### src/rtl/fir_pkg.sv
// Shared constants, Q15 coefficient table and FSM state type for the
// two-channel time-multiplexed FIR.
package fir_pkg;

  localparam int NTAPS   = 32;
  localparam int NUNIQUE = 16;
  localparam int ACC_W   = 38;

  localparam int SAT_W   = 16;
  localparam int SAT_MAX = 32767;
  localparam int SAT_MIN = -32768;

  // Left half of a symmetric 32-tap filter; taps k and 31-k share coefficient k.
  localparam logic signed [15:0] COEFF [0:NUNIQUE-1] = '{
    16'sd0,     -16'sd3,    16'sd11,    -16'sd27,
    16'sd39,    -16'sd11,   -16'sd98,   16'sd277,
    -16'sd392,  16'sd203,   16'sd471,   -16'sd1475,
    16'sd2137,  -16'sd1328, -16'sd2638, 16'sd19218
  };

  typedef enum logic [1:0] {
    S_IDLE,
    S_MAC,
    S_SCALE,
    S_OUT
  } state_t;

endpackage

### src/rtl/fir_delay_line.sv
// One channel's tap storage: shift register with a folded read port that
// returns taps[idx] + taps[NTAPS-1-idx] at full precision.
module fir_delay_line #(
  parameter int NTAPS = 32,
  parameter int DW    = 16
) (
  input  logic                        clk,
  input  logic                        reset_n,
  input  logic                        shift_en,
  input  logic signed [DW-1:0]        din,
  input  logic [$clog2(NTAPS)-2:0]    rd_idx,
  output logic signed [DW:0]          pair_sum
);

  localparam int AW = $clog2(NTAPS);

  logic signed [DW-1:0] taps [NTAPS];
  logic [AW-1:0]        lo_idx;
  logic [AW-1:0]        hi_idx;

  assign lo_idx   = {1'b0, rd_idx};
  assign hi_idx   = AW'(NTAPS - 1) - lo_idx;
  assign pair_sum = {taps[lo_idx][DW-1], taps[lo_idx]}
                  + {taps[hi_idx][DW-1], taps[hi_idx]};

  always_ff @(posedge clk or negedge reset_n) begin
    if (!reset_n) begin
      for (int i = 0; i < NTAPS; i++) taps[i] <= '0;
    end else if (shift_en) begin
      taps[0] <= din;
      for (int i = 1; i < NTAPS; i++) taps[i] <= taps[i-1];
    end
  end

endmodule

### src/rtl/fir_tdm_scheduler.sv
// Two-channel symmetric FIR sharing one pre-added 17x16 multiplier and a
// 38-bit accumulator; channels are granted round-robin, one result at a time.
module fir_tdm_scheduler #(
  parameter int NTAPS = 32,
  parameter int DW    = 16
) (
  input  logic                 clk,
  input  logic                 reset_n,
  input  logic signed [DW-1:0] ch0_x,
  input  logic                 ch0_valid,
  output logic                 ch0_ready,
  input  logic signed [DW-1:0] ch1_x,
  input  logic                 ch1_valid,
  output logic                 ch1_ready,
  output logic signed [DW-1:0] y_out,
  output logic                 y_ch,
  output logic                 y_valid,
  input  logic                 y_ready,
  output logic                 busy
);

  import fir_pkg::state_t;
  import fir_pkg::S_IDLE;
  import fir_pkg::S_MAC;
  import fir_pkg::S_SCALE;
  import fir_pkg::S_OUT;
  import fir_pkg::COEFF;
  import fir_pkg::ACC_W;
  import fir_pkg::SAT_MAX;
  import fir_pkg::SAT_MIN;

  localparam int KW = $clog2(NTAPS) - 1;
  localparam int CW = $clog2(NTAPS + 1);

  function automatic logic signed [DW-1:0] sat16(input logic signed [ACC_W-1:0] v);
    if (v > ACC_W'(SAT_MAX))      return DW'(SAT_MAX);
    else if (v < ACC_W'(SAT_MIN)) return DW'(SAT_MIN);
    else                          return v[DW-1:0];
  endfunction

  state_t                  state;
  logic [KW-1:0]           k;
  logic                    sel_ch;
  logic                    rr_last;
  logic [CW-1:0]           fill0;
  logic [CW-1:0]           fill1;
  logic signed [ACC_W-1:0] acc;

  logic                    grant;
  logic                    idle_ok;
  logic [CW-1:0]           fill_cur;
  logic [CW-1:0]           fill_nxt;
  logic signed [DW:0]      pair0;
  logic signed [DW:0]      pair1;
  logic signed [DW:0]      pair_sel;
  logic signed [15:0]      coeff_k;
  logic signed [DW+16:0]   prod;
  logic signed [ACC_W-1:0] acc_sh;

  // Sole requester wins; on a tie the channel not served last wins.
  always_comb begin
    grant = 1'b0;
    if (ch0_valid && ch1_valid) grant = ~rr_last;
    else if (ch1_valid)         grant = 1'b1;
  end

  assign idle_ok   = reset_n && (state == S_IDLE);
  assign ch0_ready = idle_ok && ch0_valid && !grant;
  assign ch1_ready = idle_ok && ch1_valid && grant;
  assign busy      = (state != S_IDLE);

  assign fill_cur = grant ? fill1 : fill0;
  assign fill_nxt = (fill_cur == CW'(NTAPS)) ? fill_cur : fill_cur + 1'b1;

  fir_delay_line #(.NTAPS(NTAPS), .DW(DW)) u_line0 (
    .clk      (clk),
    .reset_n  (reset_n),
    .shift_en (ch0_ready),
    .din      (ch0_x),
    .rd_idx   (k),
    .pair_sum (pair0)
  );

  fir_delay_line #(.NTAPS(NTAPS), .DW(DW)) u_line1 (
    .clk      (clk),
    .reset_n  (reset_n),
    .shift_en (ch1_ready),
    .din      (ch1_x),
    .rd_idx   (k),
    .pair_sum (pair1)
  );

  assign pair_sel = sel_ch ? pair1 : pair0;
  assign coeff_k  = COEFF[k];
  assign prod     = pair_sel * coeff_k;
  assign acc_sh   = acc >>> 15;

  always_ff @(posedge clk or negedge reset_n) begin
    if (!reset_n) begin
      state   <= S_IDLE;
      k       <= '0;
      sel_ch  <= 1'b0;
      rr_last <= 1'b1;
      fill0   <= '0;
      fill1   <= '0;
      acc     <= '0;
      y_out   <= '0;
      y_ch    <= 1'b0;
      y_valid <= 1'b0;
    end else begin
      case (state)
        S_IDLE: begin
          if (ch0_ready || ch1_ready) begin
            rr_last <= grant;
            sel_ch  <= grant;
            if (grant) fill1 <= fill_nxt;
            else       fill0 <= fill_nxt;
            if (fill_nxt == CW'(NTAPS)) begin
              state <= S_MAC;
              k     <= '0;
              acc   <= '0;
            end
          end
        end
        // Folded MAC: one symmetric tap pair per cycle.
        S_MAC: begin
          acc <= acc + ACC_W'(prod);
          k   <= k + 1'b1;
          if (k == KW'(NTAPS/2 - 1)) state <= S_SCALE;
        end
        S_SCALE: begin
          y_out   <= sat16(acc_sh);
          y_ch    <= sel_ch;
          y_valid <= 1'b1;
          state   <= S_OUT;
        end
        S_OUT: begin
          if (y_ready) begin
            y_valid <= 1'b0;
            state   <= S_IDLE;
          end
        end
        default: state <= S_IDLE;
      endcase
    end
  end

endmodule

### config.mk
export PLATFORM = sky130hd
export DESIGN_NAME = fir_tdm_scheduler
export DESIGN_NICKNAME = d
export VERILOG_FILES = /design/src/rtl/fir_pkg.sv /design/src/rtl/fir_delay_line.sv /design/src/rtl/fir_tdm_scheduler.sv
export SDC_FILE = /design/constraint.sdc
export NUM_CORES = 2
export LEC_CHECK = 0
export BUFFER_PORTS_ARGS = -buffer_cell sky130_fd_sc_hd__buf_2
export CAP_MARGIN = 20
export CORE_MARGIN = 1.5
export CORE_UTILIZATION = 63
export CTS_CLUSTER_DIAMETER = 80
export DETAILED_ROUTE_END_ITERATION = 7
export PLACE_DENSITY = 0.82
export RECOVER_POWER = 100
export SETUP_SLACK_MARGIN = 0.3
export SLEW_MARGIN = 5
export SYNTH_ARGS = -nofsm -noshare
export SYNTH_HDL_FRONTEND = slang
export SYNTH_SLANG_ARGS = --single-unit
### constraint.sdc
create_clock -name clk -period 11.72 [get_ports clk]
set_input_delay 1.172 -clock clk [delete_from_list [all_inputs] [get_ports clk]]
set_output_delay 1.172 -clock clk [all_outputs]
set_load 0.005 [all_outputs]
Yosys cells after proc, flatten, opt, wreduce, memory -nomap -nowiden
Memory sizes are Yosys's and may differ from the RTL's.
Index checks and enable logic that the tools add are counted.
{"block": "totals", "regBits": 1100, "latch_bits": 0, "mem_bits_rw": 0, "mem_bits_ro": 256, "in_bits": 37, "out_inout_bits": 21, "elab_cells": 154, "n_memories": 1}
{"block": "classes", "addsub": 6, "multipliers": 1, "n_div": 0, "n_lt_le_gt_ge": 5, "n_eq_ne": 10, "shift": 0, "muxes": 34, "bitwise_logic": 5, "n_reduce_logical": 18}
{"name": "(no name shown)", "depth": 16, "width": 16, "read_ports": 1, "rd_clocked_by_memory_dff": 0, "wr": 0, "line_no": "fir_tdm_scheduler.sv:94", "source": "assign coeff_k = COEFF[k];"}
{"operator": "$bmux 16 s5", "count": 4}
{"operator": "$mux 16", "count": 12}
{"operator": "$mux 38", "count": 2}
{"operator": "$pmux 38 s2", "count": 1}
{"operator": "$add 38x33->38", "count": 1}
{"operator": "$add 16x16->17", "count": 2}
{"operator": "$mul 17x16->33", "count": 1}
{"operator": "$gt 23x16->1 const B", "count": 1}
{"operator": "$lt 23x16->1 const B", "count": 1}
{"operator": "$mux 17", "count": 1}
{"operator": "$eq 6x6->1 const B", "count": 2}
{"operator": "$ge 6x6->1 const B", "count": 2}
{"operator": "$mux 6", "count": 2}
{"operator": "$reduce_and 3->1", "count": 3}
{"operator": "$mux 2", "count": 4}
{"operator": "$mux 4", "count": 2}
{"operator": "$pmux 2 s4", "count": 1}
{"operator": "$pmux 4 s2", "count": 1}
{"operator": "$add 6x1->6 const B", "count": 1}
{"operator": "$logic_and 1x1->1", "count": 6}
{"operator": "$not 4->6", "count": 1}
{"operator": "$not 5->6", "count": 1}
{"operator": "$reduce_bool 2->1", "count": 3}
{"operator": "$ge 5x5->1 const B", "count": 1}
{"operator": "16 further kinds", "count": 23}

Logic depth before layout (Yosys ltp)
{"block": "logic_depth", "depth_word": 10, "mapped_depth": 40, "depth_no_buf": 37}

Cells and area by module
Synthesis repeated with hierarchy kept, for this count alone.
{"block": "unflattened", "hier_cells": 4506, "hier_area_um2": 63163.1}
{"mod": "fir_delay_line at u_line1", "n_inst": 1, "cells_each": 1399, "area_per_inst_um2": 23754.0, "seq_area_each_um2": 12812.3}
{"mod": "fir_delay_line at u_line0", "n_inst": 1, "cells_each": 1376, "area_per_inst_um2": 23416.2, "seq_area_each_um2": 12812.3}
{"mod": "fir_tdm_scheduler", "n_inst": 1, "cells_each": 1731, "area_per_inst_um2": 15992.8, "seq_area_each_um2": 1903.1}

Worst setup path before layout
No wires, ideal clock.
{"block": "synth_timing", "path_type": "register to register", "from": "reg k[0]", "to": "reg acc[36]", "setup_time_ps": 121, "arrival_ps": 9650, "required_time_ps": 11599, "path_slack_ps": 1949, "path_stages_with_launch": 39, "n_path_buf": 5, "period_less_slack_ps": 9771, "path_cell_list": "dfrtp_1 -> clkbuf_1 -> clkbuf_1 -> buf_1 -> buf_1 -> mux2i_1 -> o21ai_0 -> o22ai_1 -> a21oi_1 -> ha_1 -> fa_1 -> a211oi_1 -> o21ai_1 -> and4_1 -> o31ai_1 -> and2_1 -> clkbuf_1 -> nand2_1 -> (+3 left out) -> fa_1 -> fa_1 -> inv_1 -> fa_1 -> fa_1 -> inv_1 -> fa_1 -> inv_1 -> ha_1 -> a21o_1 -> a21o_1 -> a21o_1 -> a211oi_1 -> a221oi_1 -> or4_1 -> a31oi_1 -> xnor2_1 -> a22o_1"}
{"block": "synth_via", "elab_chain_cells": 10}
{"item": "from (decl)", "line_no": "fir_tdm_scheduler.sv:42", "source": "logic [KW-1:0] k;"}
{"item": "from (signal assigned)", "line_no": "fir_tdm_scheduler.sv:128", "source": "k <= k + 1'b1;"}
{"item": "$sub 5x4->5", "line_no": "fir_delay_line.sv:22", "source": "assign hi_idx = AW'(NTAPS - 1) - lo_idx;"}
{"item": "$not 5->6 (implied by the code)", "line_no": "fir_delay_line.sv:24", "source": "+ {taps[hi_idx][DW-1], taps[hi_idx]};"}
{"item": "$bmux 16 s5", "line_no": "fir_delay_line.sv:24"}
{"item": "$mux 16 (implied by the code) (2 in a row)", "line_no": "fir_delay_line.sv:24"}
{"item": "$add 16x16->17", "line_no": "fir_delay_line.sv:24"}
{"item": "$mux 17", "line_no": "fir_tdm_scheduler.sv:93", "source": "assign pair_sel = sel_ch ? pair1 : pair0;"}
{"item": "$mul 17x16->33 *", "line_no": "fir_tdm_scheduler.sv:95", "source": "assign prod = pair_sel * coeff_k;"}
{"item": "$add 38x33->38 *", "line_no": "fir_tdm_scheduler.sv:127", "source": "acc <= acc + ACC_W'(prod);"}
{"item": "$pmux 38 s2 *", "line_no": "fir_tdm_scheduler.sv:111", "source": "case (state)"}
{"item": "to (signal assigned)", "line_no": "fir_tdm_scheduler.sv:127"}
{"item": "to (decl)", "line_no": "fir_tdm_scheduler.sv:47", "source": "logic signed [ACC_W-1:0] acc;"}
Every way passes the cells marked *; elsewhere a longest branch is shown, timed or not. The select of a mux whose other input is x is not followed.
A chain may end at the register's enable or synchronous reset.

Worst setup path after layout
Same ends and word-level chain as after synthesis.

==> impl_summary.log <==
[metrics] Worst Setup Path Type: reg -> reg
[metrics] number of buffers created by CTS: 111
[metrics] number of maximum-capacitance constraint violations: 17
[metrics] detailed-router iteration count before antenna repair: 6
[metrics] first-iteration detailed-routing DRC count: about 5.2k
[metrics] fin crit share: a little over 90%
[metrics] number of enable flip-flop cells after synthesis: 0
[metrics] Die Footprint: 0.103 mm²
[metrics] RSZ-0062 raised after global routing: false
[metrics] clk sink count: between 1k and 1.5k
[metrics] area share of the largest cell type after synthesis: around 43%
[metrics] number of input and output port buffers inserted: between 50 and 60
[metrics] pin count of the biggest net entering global routing: roughly 240
[metrics] data required time of the critical path: 12310 ps
[metrics] remaining number of nets flagged by the antenna check after routing: 0
[metrics] Post-Syn Area: approximately 0.064 mm²
[metrics] most used standard cells in the synthesized netlist: nand2_1, dfrtp_1, inv_1, fa_1, clkbuf_1
[metrics] clock slew at the register clock pins of the worst setup and hold paths: 60 ps
[metrics] result of the run: finished with violations
[metrics] FP Rows: roughly 120
[metrics] synthesis-to-layout area growth: 8.45%
[metrics] Detailed Route WL: 151 mm
[metrics] multi-input combinational cell area: roughly 0.033 mm²
[metrics] effective utilization at floorplan: between 60% and 70%
[metrics] fraction of the yosys area taken by sequential cells: between 40 and 50%
[metrics] count of distinct cell types in the synthesized netlist: 69
[metrics] total of flip-flops plus latches after synthesis: between 1k and 1.5k
[metrics] buffer cell driving the clock tree root: clkbuf_16
[metrics] arrival time at the worst endpoint: 11500 ps
[metrics] Overflow after GRT: 0
[metrics] DIE WIDTH: about 320 µm
[metrics] GPL Wtd Cong: 0.905
[metrics] antenna violations before repair: 3
[metrics] register cell area after layout: about 0.028 mm²
[metrics] worst slew margin relative to its limit: -218%
[metrics] aggregate global-route resource usage: a little under a third
[metrics] prevailing post-synth register cell: dfrtp_1
[metrics] number of nets at the end of the flow: 7567
[metrics] library cell appearing most often on the critical path: fa_1
[metrics] hold bufs inserted after CTS: 0
[metrics] Avg Inst Size Synth: 8.90 µm²
[metrics] number of instances in the synthesized netlist: roughly 7.2k
[metrics] maximum clock rate: between 0.09 and 0.1 GHz
[metrics] Critical Path Max Stage Delay: 960 ps
[metrics] Critical Path Source Type: flip-flop
[metrics] vias: between 40k and 50k
[metrics] count of final max-slew check failures: 1680
[metrics] Synth area leaders: dfrtp_1, nand2_1, fa_1
[metrics] FILL cells: around 7.3k
[metrics] Post-Syn Nets: roughly 7.7k
[metrics] number of buffers inserted by post-CTS setup repair: 0
[metrics] post-detailed-route via-to-cell ratio: just under 6
[metrics] number of warnings printed during yosys synthesis: 0
[metrics] final routed DRC violation total: 0
[metrics] path category of the worst min-delay check: reg -> reg
[metrics] routed wire length per instance: roughly 18 µm
[metrics] Final setup violation count: 0
[metrics] Floorplan Core Area: between 0.1 and 0.15 mm²
[metrics] count of final hold-check violations: 0
[metrics] buffers from clock root to sink, at most: 3
[metrics] number of cells upsized or downsized after cts: 0
[metrics] maximum fanout count along the critical path: 42
[metrics] via count of the first global-routing pass: 49.6k
[metrics] HPWL Detailed: slightly below 100 mm
[metrics] Yosys top cell by area: dfrtp_1
[metrics] CTS tree: done
[metrics] count of cells along the worst register-to-register path: 36
[metrics] Chip Height: 321 µm
[metrics] count of cells along the worst hold path: 2
[metrics] worst-skew pair later-pin latency: between 700 and 800 ps
[metrics] transition time at the pin with the least slew margin: around 4800 ps
[metrics] Max H-tree Level: 3
[metrics] setup TNS after final layout: 0 ps
[metrics] time the worst path needs with I/O delays and setup: 10910 ps
[metrics] global-route wire length before repair: between 200 and 300 mm
[metrics] share of post-route cells with drive strength above 1: between 7 and 8%
[metrics] number of placed I/O pins: 58
[metrics] critical path endpoint category: flip-flop
[metrics] fraction of registers with async set/reset: 100%
[metrics] violated checks: max-capacitance violations, max-slew violations
[metrics] setup clock skew after layout: 27.6 ps
[metrics] dominant cell by count in the synthesized netlist: nand2_1
[metrics] Crit-path slowest cell: dfrtp_4
## flip-flops by register name, indices dropped and copies added (netlist names)
register,cells
rr_last,1
y_valid,1
y_ch,1
state,2
fill1,6
k,4
acc,38
sel_ch,1
u_line0.taps,512
y_out,16
u_line1.taps,512
fill0,6
## layout make-up
type,count,area share [%]
Multi-Input combinational cell,5174,47.5
Sequential cell,1100,39.9
Clock buffer,161,4.78
Inverter,493,2.70
Tap cell,1298,2.35
Timing Repair Buffer,160,1.72
Clock inverter,46,1.01
Antenna cell,2,0.00725
## stage by stage
| step | hold WS, ps | cell area, µm² | utilization [%] | worst slack [ps] | std cells |
|---|---|---|---|---|---|
| floorplan | 441 | 63600 | - | 1950 | 7152 |
| global placement | 453 | 65100 | 65.0 | 1220 | 8222 |
| detailed placement | 462 | 65100 | 65.0 | 1030 | 8222 |
| CTS | 465 | 69100 | 69.0 | 1020 | 8429 |
| global route | 504 | 69000 | 68.9 | 275 | 8434 |
| finish | 475 | 69000 | 68.9 | 813 | 8434 |
## critical path: cells and delay by family (launching register included)
kind,cells,cell delay [ps]
AOI/OAI and AO/OA,16,3220
xor gates and xnor gates,2,240
adders and majority gates,8,3770
buffers and inverters,5,590
DFF,1,960
muxes,2,1300
and+or+nand+nor,3,670
## logic make-up after synthesis
family	share of synthesized area, %
AOI/OAI and AO/OA	6.18
muxes	9.29
xor gates and xnor gates	0.881
and+or+nand+nor	21.6
DFF	43.3
buffers and inverters	5.23
adders and majority gates	13.6
## metal layers
metal / up-vias / GRT usage, % / part of all wire (%)
met4: 0 / 11.8 / 4.0
met5: - / 0 / 0
met3: 379 / 4.88 / 6.9
met2: 1759 / 47.7 / 47
li1: 22467 / - / -
met1: 24323 / 41.9 / 42
## final timing paths
check                                          to  slack [ps]              from
worst max-delay path                      acc[36]         810              k[0]
worst min-delay path             u_line1.taps[13]         470  u_line1.taps[13]
worst max register to register            acc[36]         810              k[0]
worst min register to register   u_line1.taps[13]         470  u_line1.taps[13]
max in group asynchronous       u_line0.taps[136]        2220           reset_n
min in group asynchronous       u_line1.taps[454]        2210           reset_n
## cell usage in the layout, fill, tap and decap left out, drive strengths merged, types with 19 or more instances in the layout
master  count
xnor2      45
a22o       36
mux2i     211
ha        154
nor2      179
clkbuf    195
o21ai     117
mux4      130
inv       494
o21a       20
mux2       77
a21o       33
nand2    3307
o221ai     66
a21oi     190
fa        336
xor2       19
clkinv     26
nand2b     22
dfrtp    1099
buf       126
o22ai      82
Power is left out: the tool's default activity adds up to more than one toggle a clock period on the data nets, which glitch-free logic cannot reach.
